==> config.mk <==
export PLATFORM = sky130hd
export DESIGN_NAME = accumulator_sequencer
export DESIGN_NICKNAME = d
export VERILOG_FILES = /design/src/rtl/accumulator_sequencer.sv
export SDC_FILE = /design/constraint.sdc
export NUM_CORES = 1
export LEC_CHECK = 0
export CAP_MARGIN = 0
export CELL_PAD_IN_SITES_DETAIL_PLACEMENT = 0
export CELL_PAD_IN_SITES_GLOBAL_PLACEMENT = 1
export CORE_UTILIZATION = 31
export CTS_BUF_LIST = sky130_fd_sc_hd__clkbuf_8 sky130_fd_sc_hd__clkbuf_16
export CTS_CLUSTER_DIAMETER = 80
export DETAILED_ROUTE_END_ITERATION = 16
export PLACE_DENSITY = 0.82
export SLEW_MARGIN = 20
export SYNTH_ARGS = -nofsm -noshare
export SYNTH_HDL_FRONTEND = slang
export SYNTH_SLANG_ARGS = --single-unit
==> constraint.sdc <==
create_clock -name clock -period 1.8 [get_ports clock]
set_input_delay 0.54 -clock clock [delete_from_list [all_inputs] [get_ports clock]]
set_output_delay 0.54 -clock clock [all_outputs]
set_load 0.1 [all_outputs]
==> src/rtl/accumulator_sequencer.sv <==
// ============================================================================
//  Module      : accumulator_sequencer
//  Description : Job sequencer that streams operands into an external
//                accumulator datapath and reads back sum, count and carry.
//  Revision    : 1.0 - initial release
// ============================================================================
`default_nettype none

module accumulator_sequencer #(
   parameter logic [2:0] SEL_LSB   = 3'd0,
   parameter logic [2:0] SEL_MSB   = 3'd1,
   parameter logic [2:0] SEL_COUNT = 3'd2,
   parameter logic [2:0] SEL_CARRY = 3'd3
) (
   input  logic        clock,
   input  logic        reset,
   input  logic        start,
   input  logic        op_valid,
   input  logic [7:0]  op_data,
   input  logic        op_last,
   output logic        op_ready,
   output logic        acc_reset,
   output logic        acc_load,
   output logic        acc_add,
   output logic [7:0]  acc_data_in,
   output logic [2:0]  acc_output_sel,
   input  logic [7:0]  acc_data_out,
   output logic        result_valid,
   input  logic        result_ready,
   output logic [15:0] result_sum,
   output logic [7:0]  result_count,
   output logic        result_carry,
   output logic        busy
);

   typedef enum logic [3:0] {
      IDLE     = 4'd0,
      CLEAR    = 4'd1,
      WAIT_OP  = 4'd2,
      LOAD     = 4'd3,
      ADD      = 4'd4,
      RD_LSB   = 4'd5,
      RD_MSB   = 4'd6,
      RD_CNT   = 4'd7,
      RD_CARRY = 4'd8,
      RESULT   = 4'd9
   } state_t;

   state_t     state;
   state_t     state_next;
   logic [7:0] operand;
   logic       last_flag;
   logic [2:0] sel_next;

   always_ff @(posedge clock) begin
      if (reset) begin
         state          <= IDLE;
         operand        <= 8'd0;
         last_flag      <= 1'b0;
         acc_output_sel <= SEL_LSB;
         result_sum     <= 16'd0;
         result_count   <= 8'd0;
         result_carry   <= 1'b0;
      end else begin
         state          <= state_next;
         acc_output_sel <= sel_next;
         if (op_valid && op_ready) begin
            operand   <= op_data;
            last_flag <= op_last;
         end
         // Each read state samples the datapath word selected on entry.
         case (state)
            RD_LSB:   result_sum[7:0]  <= acc_data_out;
            RD_MSB:   result_sum[15:8] <= acc_data_out;
            RD_CNT:   result_count     <= acc_data_out;
            RD_CARRY: result_carry     <= acc_data_out[0];
            default:  ;
         endcase
      end
   end

   always_comb begin
      state_next   = state;
      op_ready     = 1'b0;
      acc_load     = 1'b0;
      acc_add      = 1'b0;
      result_valid = 1'b0;
      case (state)
         IDLE:     if (start) state_next = CLEAR;
         CLEAR:    state_next = WAIT_OP;
         WAIT_OP: begin
            op_ready = 1'b1;
            if (op_valid) state_next = LOAD;
         end
         LOAD: begin
            acc_load   = 1'b1;
            state_next = ADD;
         end
         ADD: begin
            acc_add    = 1'b1;
            state_next = last_flag ? RD_LSB : WAIT_OP;
         end
         RD_LSB:   state_next = RD_MSB;
         RD_MSB:   state_next = RD_CNT;
         RD_CNT:   state_next = RD_CARRY;
         RD_CARRY: state_next = RESULT;
         RESULT: begin
            result_valid = 1'b1;
            if (result_ready) state_next = IDLE;
         end
         default:  state_next = IDLE;
      endcase
   end

   // The select register is loaded with the code of the state being entered.
   always_comb begin
      sel_next = SEL_LSB;
      case (state_next)
         RD_MSB:   sel_next = SEL_MSB;
         RD_CNT:   sel_next = SEL_COUNT;
         RD_CARRY: sel_next = SEL_CARRY;
         default:  sel_next = SEL_LSB;
      endcase
   end

   assign acc_reset   = reset | (state == CLEAR);
   assign acc_data_in = operand;
   assign busy        = (state != IDLE);

endmodule

`default_nettype wire

==> results of run 1 <==
[Yosys cell counts]
cell,n,area (um^2)
nand3_1,10,50.1
or4b_1,1,10.0
mux2i_1,17,170
nor2_1,21,78.8
clkbuf_1,7,26.3
nor4b_1,2,17.5
dfxtp_1,40,801
nand2b_1,1,6.26
buf_2,5,25.0
conb_1,1,3.75
clkinv_8,1,16.3
o21a_1,1,7.51
and4b_1,1,10.0
a211oi_1,1,7.51
o211ai_1,1,7.51
nor4bb_1,3,30.0
nor3_1,1,5.00
o221ai_1,1,8.76
a21oi_1,21,105
and3_1,2,12.5
mux2_2,1,11.3
nand4b_1,1,8.76
buf_1,1,3.75
buf_6,2,22.5
nand2_1,19,71.3
buf_4,2,15.0
inv_1,2,7.51
nand3b_1,1,7.51
o21ai_0,10,50.1
a31o_2,1,8.76
[through the flow]
step	setup TNS, ns	setup WS (ns)	util	cell area [um^2]	instances
finish	-0.464	-0.165	0.605	2930	311
global route	-0.701	-0.198	0.605	2930	311
CTS	-0.410	-0.153	0.602	2920	311
detailed placement	-0.273	-0.106	0.573	2780	300
global placement	-0.250	-0.101	0.573	2780	300
floorplan	-0.966	-0.423	-	1750	178
[repair_timing]
item                                    4_1_cts  5_1_grt
pin swaps                                     3        1
setup buffers                                 3        0
endpoints found under the setup margin        6        6
hold buffers                                  0        0
resized for setup                             9        3
[per-layer routing]
layer,global-route usage,routed length (um),up-vias
li1,-,-,736
met1,0.209,1810,655
met2,0.245,1820,52
met3,0.0813,444,2
met4,0.0470,21,0
met5,0,0,-
[kinds of logic after synthesis]
group,Yosys count,synth area share
AOI/OAI and AO/OA,36,0.122
buffers and inverters,20,0.0725
DFF,40,0.499
muxes,18,0.113
other,1,0.00234
and+or+nand+nor,63,0.192
[cells in the final DEF (no fill, tap or decap), types with 2 or more instances in the layout]
cell	synthesis	routed
buf_12	0	43
a21oi_1	21	21
clkbuf_8	0	6
mux2i_1	17	17
dfxtp_2	0	2
buf_4	2	10
nand3_1	10	10
dfxtp_1	40	38
nor2_1	21	19
clkdlybuf4s50_1	0	20
and3_1	2	2
o21ai_0	10	10
inv_1	2	4
nand2_1	19	17
nor4bb_2	0	2
[sequential cells by signal, summed over array words and instances (netlist names)]
name,cells
acc_data_in,8
acc_output_sel,2
last_flag,1
result_carry,1
result_count,8
result_sum,16
state,4
[final timing paths]
check / start / to / slack, ns / cells past startpoint
worst max-delay path: state[2] / op_ready / -0.16 / 3
worst min register to register: result_count[2] / result_count[2] / 0.49 / 2
worst max register to register: state[0] / result_sum[15] / 0.25 / 6
worst min-delay path: result_count[2] / result_count[2] / 0.49 / 2
[area by class of cell]
type                       count  area share
timing repair buffer          75       0.394
sequential                    40       0.274
multi-input combinational    118       0.264
tap                           67      0.0286
clock buffer                   6      0.0282
inverter                       3     0.00811
clock inverter                 2     0.00256
[worst max-delay path: cells and delay by family, from the launching register on]
kind	cells	cell delay, ns
buf+inv	2	0.23
flops	1	0.32
simple gates	1	0.59
[where the power goes]
| group | internal, mW | switching, mW | leakage, nW |
|---|---|---|---|
| registers | 0.900 | 0.0140 | 0.324 |
| clock network | 0.301 | 0.282 | 0.0538 |
| logic | 0.178 | 0.251 | 0.686 |
==> summary.md, run 1 <==
| Metric | Value |
|---|---|
| Number of fill cells in the layout | 401 |
| PwrDens | 657 mW/mm^2 |
| Syn Nets | 200 |
| Area taken by flip-flops and latches | 803 um^2 |
| Wirelength, routed | 4.09 mm |
| Post-Synthesis Mean Instance Area | 9.02 um^2 |
| Critical path's largest stage delay | 0.59 ns |
| Number of synthesized register bits | 40 |
| Layout Area Growth over Synthesis | 82.6% |
| Buffers added on ports | 62 |
| GRT Residual Overflow | 0 |
| Number of nets with antenna violations after routing | 0 |
| Via density per instance | 4.65 |
| DRC Markers | 0 |
| Endpoints failing hold | 0 |
| Initial antenna violation count | 0 |
| Area enclosed by the die boundary | 0.00547 mm^2 |
| Run status | finished with violations |
| Leakage Power | 1.06 nW |
| Layout net count | 265 |
| Sequential-to-total area share from yosys stat | 0.499 |
| Ratio of cells with drive above 1 in the final layout | 0.307 |
| Initial cell density of the core | 0.331 |
| Core box area | 0.00485 mm^2 |
| Post-route setup slack | -0.165 ns |
| Kind of capture point of the worst setup path | output port |
| DIE WIDTH | 74.0 um |
| Wire length of the first global-routing pass | 6.84 mm |
| Cell at the root of the clock tree | clkbuf_8 |
| Required time worst endpoint | 1.26 ns |
| Insertion delay to the later sink of the worst-skew pair | 0.28 ns |
| Maximum vdd drop | 0.433 mV |
| Vias in the first global route | 1388 |
| CTS H-tree depth | 2 |
| Area of the mapped netlist | 0.00161 mm^2 |
| Worst slack on hold paths | 0.492 ns |
| Clock net sink count | 40 |
| TritonCTS clock tree | built |
| Routability-driven placement congestion ratio | 0.753 |
| Worst hold-check path type | reg -> reg |
| Height of the die | 74.0 um |
| Clock edge transition at the registers on the reported setup and hold paths | 0.07 ns |
| Arrival @ worst endpoint | 1.42 ns |
| Clock tree buffer depth | 2 |
| Detailed placement HPWL | 2.76 mm |
| Detailed-route wire length per cell | 13.2 um |
| Yosys Warn Count | 0 |
| Cell variety after synth | 30 |
| Largest fanout on the critical path | 2 |
| GRT Util Overall | 0.164 |
| Largest net degree at the start of global routing | 38 |
| Total chip power | 1.93 mW |
| Setup repair after global routing missed its margin | yes |
| Detailed-router iteration count before antenna repair | 4 |
| Fin Clk Skew | 0.00333 ns |
| CP max stage cell | or4b_4 |
| Num rows | 25 |
| Share of the clock period used by the worst path | 1.09 |
| Number of CTS-inserted buffers | 5 |
| Number of instances in the synthesized netlist | 178 |
| Initial detailed-routing violation count | 61 |
| Crit path kind | reg -> out |
| Count of antenna diodes in the layout | 0 |
| Area occupied by multi-input gates | 774 um^2 |
| Violations in the final reports | setup timing |
| Post-layout minimum cycle time | 1.96 ns |
| Highest attainable clock frequency | 509 MHz |
| Reported max-cap violation count | 0 |
| Cell-by-cell trace of the critical path | or4b_4 -> clkinv_8 -> buf_12 |
| Via total after detailed routing | 1445 |
| Max-slew violation count | 0 |
| Count of boundary I/O pins | 64 |
| Crit path launch type | flop |
| Setup-failing EPs final | 4 |
Note: power is estimated with default switching activity, not from simulation.
==> run 2: changes to the inputs <==
--- a/config.mk
+++ b/config.mk
@@ -8,11 +8,12 @@
 export CAP_MARGIN = 0
 export CELL_PAD_IN_SITES_DETAIL_PLACEMENT = 0
 export CELL_PAD_IN_SITES_GLOBAL_PLACEMENT = 1
-export CORE_UTILIZATION = 31
+export CORE_UTILIZATION = 28
 export CTS_BUF_LIST = sky130_fd_sc_hd__clkbuf_8 sky130_fd_sc_hd__clkbuf_16
 export CTS_CLUSTER_DIAMETER = 80
 export DETAILED_ROUTE_END_ITERATION = 16
-export PLACE_DENSITY = 0.82
+export GPL_TIMING_DRIVEN = 0
+export PLACE_DENSITY = 0.78
 export SLEW_MARGIN = 20
 export SYNTH_ARGS = -nofsm -noshare
 export SYNTH_HDL_FRONTEND = slang
==> constraint.sdc (replaced) <==
create_clock -name clock -period 1.6 [get_ports clock]
set_input_delay 0.48 -clock clock [delete_from_list [all_inputs] [get_ports clock]]
set_output_delay 0.48 -clock clock [all_outputs]
set_load 0.1 [all_outputs]
==> run 2 against run 1 <==
The flow still finishes with violations (setup timing). Via count is 5.0% higher. Die area is 10% higher. Hold slack worse by 0.041 ns. Clock skew hardly changed. Utilization is 15 points lower. Register-to-register slack worse by 0.25 ns. Sequential cell count stayed put. Sequential power is 12% higher. Routed wire length is 7.4% higher. Combinational power is 11% higher. Sequential share of layout area is 5.2 points higher. Critical endpoint unchanged. Largest cell class is now sequential cells. Largest power group unchanged. Highest routed layer unchanged.
==> summary.md, run 2 (synthesized netlist as in run 1, its figures left out) <==
| Metric | Value |
|---|---|
| Required time worst endpoint | 1.12 ns (was 1.26 ns) |
| Highest attainable clock frequency | 513 MHz |
| CP max stage cell | or4b_4 (unchanged) |
| Start point of the worst min-delay path | result_count[1] (was result_count[2]) |
| Insertion delay to the later sink of the worst-skew pair | 0.29 ns (was 0.28 ns) |
| Layout Area Growth over Synthesis | 55.3% (was 82.6%) |
| Largest fanout on the critical path | 5 (was 2) |
| DRC Markers | 0 (unchanged) |
| Crit path launch type | flop (unchanged) |
| Top register by number of flip-flops | result_sum (unchanged) |
| GRT Util Overall | 0.152 (was 0.164) |
| Leakage Power | 1.01 nW (was 1.06 nW) |
| Via total after detailed routing | 1517 (was 1445) |
| Violations in the final reports | setup timing (unchanged) |
| Fin area | 0.00249 mm^2 (was 0.00293 mm^2) |
| Area taken by flip-flops and latches | 813 um^2 (was 803 um^2) |
| Hold depth | 2 (unchanged) |
| Count of boundary I/O pins | 64 (unchanged) |
| PwrDens | 876 mW/mm^2 (was 657 mW/mm^2) |
| Reported max-cap violation count | 0 (unchanged) |
| Fin Clk Skew | 0.00291 ns (was 0.00333 ns) |
| Number of flip-flops under the largest register name | 16 (unchanged) |
| Number of CTS-inserted buffers | 5 (unchanged) |
| Height of the die | 77.7 um (was 74.0 um) |
| Setup repair after global routing missed its margin | yes (unchanged) |
| Count of antenna diodes in the layout | 0 (unchanged) |
| Number of nets with antenna violations after routing | 0 (unchanged) |
| Maximum vdd drop | 0.405 mV (was 0.433 mV) |
| Setup TNS | -1.23 ns (was -0.464 ns) |
| Kind of capture point of the worst setup path | output port (unchanged) |
| Num rows | 27 (was 25) |
| Highest-count cells in the layout ignoring fill and taps | dfxtp_1, buf_2, a21oi_1, clkdlybuf4s50_1, nor2_1 (was buf_12, dfxtp_1, a21oi_1, clkdlybuf4s50_1, nor2_1) |
| Worst hold-check path type | reg -> reg (unchanged) |
| FF-to-FF Start | state[3] (was state[0]) |
| Max-slew violation count | 0 (unchanged) |
| Worst R2R Setup Slack | 0 ns (was 0.25 ns) |
| Layout net count | 275 (was 265) |
| Combinational power share | 0.218 (was 0.223) |
| Worst reg2reg path depth | 5 (was 6) |
| Hold-critical path endpoint | result_count[1] (was result_count[2]) |
| Total placed instance area | 0.00246 mm^2 (was 0.00278 mm^2) |
| Clock tree buffer depth | 2 (unchanged) |
| Initial antenna violation count | 0 (unchanged) |
| CTS H-tree depth | 2 (unchanged) |
| Post-layout minimum cycle time | 1.95 ns |
| Post-route setup slack | -0.348 ns (was -0.165 ns) |
| Area occupied by multi-input gates | 771 um^2 (was 774 um^2) |
| Detailed-route wire length per cell | 13.5 um (was 13.2 um) |
| Clock net sink count | 40 (unchanged) |
| Arrival @ worst endpoint | 1.47 ns (was 1.42 ns) |
| Detailed-router iteration count before antenna repair | 4 (unchanged) |
| Number of fill cells in the layout | 573 (was 401) |
| Detailed placement HPWL | 2.89 mm (was 2.76 mm) |
| Critical path's largest stage delay | 0.59 ns (about the same) |
| Net load switching power | 644 uW (was 548 uW) |
| Crit path kind | reg -> out (unchanged) |
| Vias in the first global route | 1447 (was 1388) |
| Wirelength, routed | 4.40 mm (was 4.09 mm) |
| Sequential share of power | 0.469 (was 0.474) |
| Via density per instance | 4.65 (about the same) |
| Largest net degree at the start of global routing | 13 (was 38) |
| TritonCTS clock tree | built (unchanged) |
| DIE WIDTH | 77.7 um (was 74.0 um) |
| Internal Pwr Total | 1.54 mW (was 1.38 mW) |
| Share of the clock period used by the worst path | 1.22 |
| Wire length of the first global-routing pass | 7.14 mm (was 6.84 mm) |
| Clock share of power | 0.313 (was 0.303) |
| Core box area | 0.00551 mm^2 (was 0.00485 mm^2) |
| Switching part of the total | 0.295 (was 0.284) |
| Buffers added on ports | 62 (unchanged) |
| Endpoints failing hold | 0 (unchanged) |
| Initial cell density of the core | 0.292 (was 0.331) |
| Run status | finished with violations (unchanged) |
| Cell at the root of the clock tree | clkbuf_8 (unchanged) |
| Clock edge transition at the registers on the reported setup and hold paths | 0.07 ns (about the same) |
| Cell-by-cell trace of the critical path | or4b_4 -> clkinv_8 -> buf_12 (unchanged) |
| Routability-driven placement congestion ratio | 0.675 (was 0.753) |
| Setup-failing EPs final | 6 (was 4) |
| Most frequent standard cell in the layout excluding fill and tap cells | dfxtp_1 (was buf_12) |
| # hold bufs at CTS | 0 (unchanged) |
| Capture point of the worst reg-to-reg path | last_flag (was result_sum[15]) |
| Initial detailed-routing violation count | 57 (was 61) |
| Area enclosed by the die boundary | 0.00604 mm^2 (was 0.00547 mm^2) |
| GRT Residual Overflow | 0 (unchanged) |
| Ratio of cells with drive above 1 in the final layout | 0.335 (was 0.307) |
==> run 2: cell count changes in the layout (fill, tap and decap cells not counted), sizes merged <==
cell | previous run | this run
clkbuf | 6 | 16
clkinv | 1 | 3
inv | 4 | 2
buf | 54 | 55
dlygate4sd2 | 1 | 0
==> run 2: how the worst max path moves through the flow <==
stage / start / end / slack, ns / cells after the start
after global routing: state[3] / op_ready / -0.39 / 3
after CTS: state[0] / op_ready / -0.42 / 4
after global placement: reset / acc_reset / -1.57 / 4
final: state[3] / op_ready / -0.35 / 3
after detailed placement: reset / acc_reset / -1.57 / 4
after floorplan: state[2] / result_valid / -0.56 / 3
==> run 2: per-layer routing <==
metal / share of wire / global-route usage / vias up / routed length, um
met3: 0.080 / 0.0529 / 5 / 351
met4: 0.010 / 0.0453 / 0 / 44
met5: 0 / 0 / - / 0
met2: 0.46 / 0.244 / 58 / 2020
met1: 0.45 / 0.192 / 700 / 1980
li1: - / - / 754 / -
==> run 2: cell type report <==
class / count / area share
clock buffer: 6 / 0.0331
buffer: 12 / 0.0527
sequential: 40 / 0.326
inverter: 3 / 0.00953
multi-input combinational: 118 / 0.309
timing repair buffer: 73 / 0.229
tap: 72 / 0.0361
clock inverter: 2 / 0.00401
==> run 2: per-stage QoR <==
stage | hold WS (ns) | util | power [mW] | std cells | setup slack, ns
after floorplan | 0.459 | - | 1.36 | 178 | -0.563
after global placement | 0.442 | 0.446 | 1.48 | 312 | -1.57
after detailed placement | 0.446 | 0.446 | 1.48 | 312 | -1.57
after CTS | 0.454 | 0.444 | 2.20 | 322 | -0.417
after global routing | 0.482 | 0.453 | 2.28 | 326 | -0.387
final | 0.451 | 0.453 | 2.18 | 326 | -0.348
==> run 2: critical path: cells and delay by family (launching register included) <==
kind                   cells  cell delay (ns)
AND/OR/NAND/NOR            1             0.59
buffers and inverters      2             0.23
flip-flops                 1             0.35
==> run 2: power groups by stage <==
stage,Clock [mW],Sequential (mW),Combinational [mW]
after floorplan,0,1.11,0.250
after global placement,0,1.04,0.442
after detailed placement,0,1.04,0.441
after CTS,0.711,1.02,0.473
after global routing,0.754,1.03,0.500
final,0.684,1.02,0.477
==> run 2: what timing repair did <==
| item | in CTS | in global routing |
|---|---|---|
| pin swaps | 3 | 2 |
| setup buffers | 5 | 5 |
| resized for setup | 233 | 19 |
| endpoints found under the hold margin | 0 | 0 |
| endpoints found under the setup margin | 71 | 27 |
| cloned | 0 | 1 |
==> run 3: changes to the inputs <==
--- a/config.mk
+++ b/config.mk
@@ -14,6 +14,7 @@
 export DETAILED_ROUTE_END_ITERATION = 16
 export GPL_TIMING_DRIVEN = 0
 export PLACE_DENSITY = 0.78
+export SKIP_CTS_REPAIR_TIMING = 1
 export SLEW_MARGIN = 20
 export SYNTH_ARGS = -nofsm -noshare
 export SYNTH_HDL_FRONTEND = slang
==> constraint.sdc (replaced) <==
create_clock -name clock -period 1.6 [get_ports clock]
set_input_delay 0.48 -clock clock [delete_from_list [all_inputs] [get_ports clock]]
set_output_delay 0.48 -clock clock [all_outputs]
set_load 0.01 [all_outputs]
==> run 3 against run 2 <==
Power fell by 6.7%. Critical path type unchanged. Hold slack improved by 0.0042 ns. The flow still finishes with violations (setup timing). Routed wire length fell by 1.8%. Fmax rose by 0.22%. Utilization rose by 4.1 points. Sequential power barely moved. Clock power fell by 0.7%. Global-route usage fell by 1.7 points. Critical path depth rose by 2.
==> summary.md, run 3 (synthesized netlist as in run 1, its figures left out) <==
| Metric | Value |
|---|---|
| Fin area | 0.00272 mm^2 (was 0.00249 mm^2) |
| Detailed-route wire length per cell | 12.9 um (was 13.5 um) |
| Share of the clock period used by the worst path | 1.21 (was 1.22) |
| Largest net degree at the start of global routing | 13 (unchanged) |
| Violations in the final reports | setup timing (unchanged) |
| DIE WIDTH | 77.7 um (unchanged) |
| DRC Markers | 0 (unchanged) |
| CTS H-tree depth | 2 (unchanged) |
| Setup-failing EPs final | 6 (unchanged) |
| Count of boundary I/O pins | 64 (unchanged) |
| Launch point of the worst path | state[1] (was state[3]) |
| Critical path's largest stage delay | 0.46 ns (was 0.59 ns) |
| Kind of capture point of the worst setup path | output port (unchanged) |
| Setup repair after global routing missed its margin | yes (unchanged) |
| Worst hold-check path type | reg -> reg (unchanged) |
| GRT Residual Overflow | 0 (unchanged) |
| Leakage Power | 1.60 nW (was 1.01 nW) |
| Detailed-router iteration count before antenna repair | 4 (unchanged) |
| Area enclosed by the die boundary | 0.00604 mm^2 (unchanged) |
| Ratio of cells with drive above 1 in the final layout | 0.224 (was 0.335) |
| GRT Util Overall | 0.136 (was 0.152) |
| Post-layout minimum cycle time | 1.94 ns (was 1.95 ns) |
| TritonCTS clock tree | built (unchanged) |
| Arrival @ worst endpoint | 1.46 ns (was 1.47 ns) |
| Core box area | 0.00551 mm^2 (unchanged) |
| Highest-count cells in the layout ignoring fill and taps | dfxtp_1, dlymetal6s2s_1, clkdlybuf4s50_1 (was dfxtp_1, buf_2, a21oi_1, clkdlybuf4s50_1, nor2_1) |
| Top register by number of flip-flops | result_sum (unchanged) |
| Endpoints failing hold | 0 (unchanged) |
| CP max stage cell | or4b_4 (unchanged) |
| Reported max-cap violation count | 0 (unchanged) |
| Layout Area Growth over Synthesis | 69.4% (was 55.3%) |
| Number of flip-flops under the largest register name | 16 (unchanged) |
| Initial cell density of the core | 0.292 (unchanged) |
| Vias in the first global route | 1355 (was 1447) |
| Num rows | 27 (unchanged) |
| Detailed placement HPWL | 2.80 mm (was 2.89 mm) |
| Cell at the root of the clock tree | clkbuf_8 (unchanged) |
| Layout net count | 284 (was 275) |
| Clock net sink count | 40 (unchanged) |
| Height of the die | 77.7 um (unchanged) |
| Number of fill cells in the layout | 528 (was 573) |
| Count of antenna diodes in the layout | 0 (unchanged) |
| Clock tree buffer depth | 2 (unchanged) |
| Run status | finished with violations (unchanged) |
| Total placed instance area | 0.00232 mm^2 (was 0.00246 mm^2) |
| Number of CTS-inserted buffers | 5 (unchanged) |
| Buffers added on ports | 62 (unchanged) |
| Initial antenna violation count | 0 (unchanged) |
| Max-slew violation count | 0 (unchanged) |
| Cell-by-cell trace of the critical path | buf_6 -> or4b_4 -> buf_8 -> clkinv_8 -> buf_6 (was or4b_4 -> clkinv_8 -> buf_12) |
| Post-route setup slack | -0.343 ns (was -0.348 ns) |
| Clock edge transition at the registers on the reported setup and hold paths | 0.08 ns (was 0.07 ns) |
| Required time worst endpoint | 1.12 ns (about the same) |
| Highest attainable clock frequency | 515 MHz (was 513 MHz) |
| Post-Place Setup Slack | -0.956 ns (was -1.57 ns) |
| Initial detailed-routing violation count | 41 (was 57) |
| Slew @ Worst Pin | 0.509 ns |
| Setup TNS | -1.42 ns (was -1.23 ns) |
| Crit path kind | reg -> out (unchanged) |
| Insertion delay to the later sink of the worst-skew pair | 0.28 ns (was 0.29 ns) |
| Routability-driven placement congestion ratio | 0.696 (was 0.675) |
| Total chip power | 2.04 mW (was 2.18 mW) |
| FF-to-FF Start | state[1] (was state[3]) |
| Worst path most repeated cell | buf_6 |
| Fin Clk Skew | 0.00706 ns (was 0.00291 ns) |
| Via total after detailed routing | 1524 (was 1517) |
| Maximum vdd drop | 0.341 mV (was 0.405 mV) |
| Worst slew margin | 0.660 |
| Worst slack on hold paths | 0.455 ns (was 0.451 ns) |
| Via density per instance | 4.55 (was 4.65) |
| Largest fanout on the critical path | 7 (was 5) |
| Wire length of the first global-routing pass | 6.41 mm (was 7.14 mm) |
| Start point of the worst min-delay path | result_count[0] (was result_count[1]) |
| Wirelength, routed | 4.32 mm (was 4.40 mm) |
| Crit path launch type | flop (unchanged) |
| PwrDens | 749 mW/mm^2 (was 876 mW/mm^2) |
| Number of nets with antenna violations after routing | 0 (unchanged) |
[run 3: cell count changes in the layout (fill, tap and decap cells not counted), moves of 4 or more]
cell,delta
buf_4,+6
buf_2,-28
dlymetal6s2s_1,+36
buf_12,-4
[run 3: metrics by stage]
stage / cells / util
3_5_place_dp: 312 / 0.422
3_3_place_gp: 312 / 0.422
4_1_cts: 320 / 0.439
6_report: 335 / 0.494
2_1_floorplan: 178 / -
5_1_grt: 335 / 0.494
[run 3: path summary, 6_finish.rpt]
| path | endpoint | slack (ns) | depth (start not counted) |
|---|---|---|---|
| setup / recovery | op_ready | -0.34 | 5 |
| hold / removal | result_count[0] | 0.46 | 2 |
| setup reg to reg | last_flag | 0.03 | 8 |
| hold reg to reg | result_count[0] | 0.46 | 2 |
[run 3: cell type report]
cell class	instances	area [um^2]	area share
inverters	3	23.8	0.00874
repair buffers	79	822	0.302
flip-flops and latches	40	808	0.297
clock buffers	6	82.6	0.0304
well taps	72	90.1	0.0331
multi-input cells	118	759	0.279
plain buffers	15	123	0.0451
clock inverters	2	11.3	0.00414
[run 3: worst max-delay path: cells and delay by family, from the launching register on]
kind / cells / cell delay [ns]
DFF: 1 / 0.32
and+or+nand+nor: 1 / 0.46
buffers and inverters: 4 / 0.39
[run 3: report_power, final]
| part | leakage (nW) | switching, mW | internal [mW] |
|---|---|---|---|
| logic | 1.23 | 0.145 | 0.191 |
| registers | 0.325 | 0.0117 | 1.01 |
| clock network | 0.0486 | 0.335 | 0.344 |
| total | 1.60 | 0.492 | 1.55 |
[run 3: per-layer routing]
metal | GRT usage | up-vias | share of wire
li1 | - | 777 | -
met1 | 0.175 | 702 | 0.46
met2 | 0.210 | 43 | 0.47
met3 | 0.0576 | 2 | 0.060
met4 | 0.0283 | 0 | 0.0046
met5 | 0 | - | 0
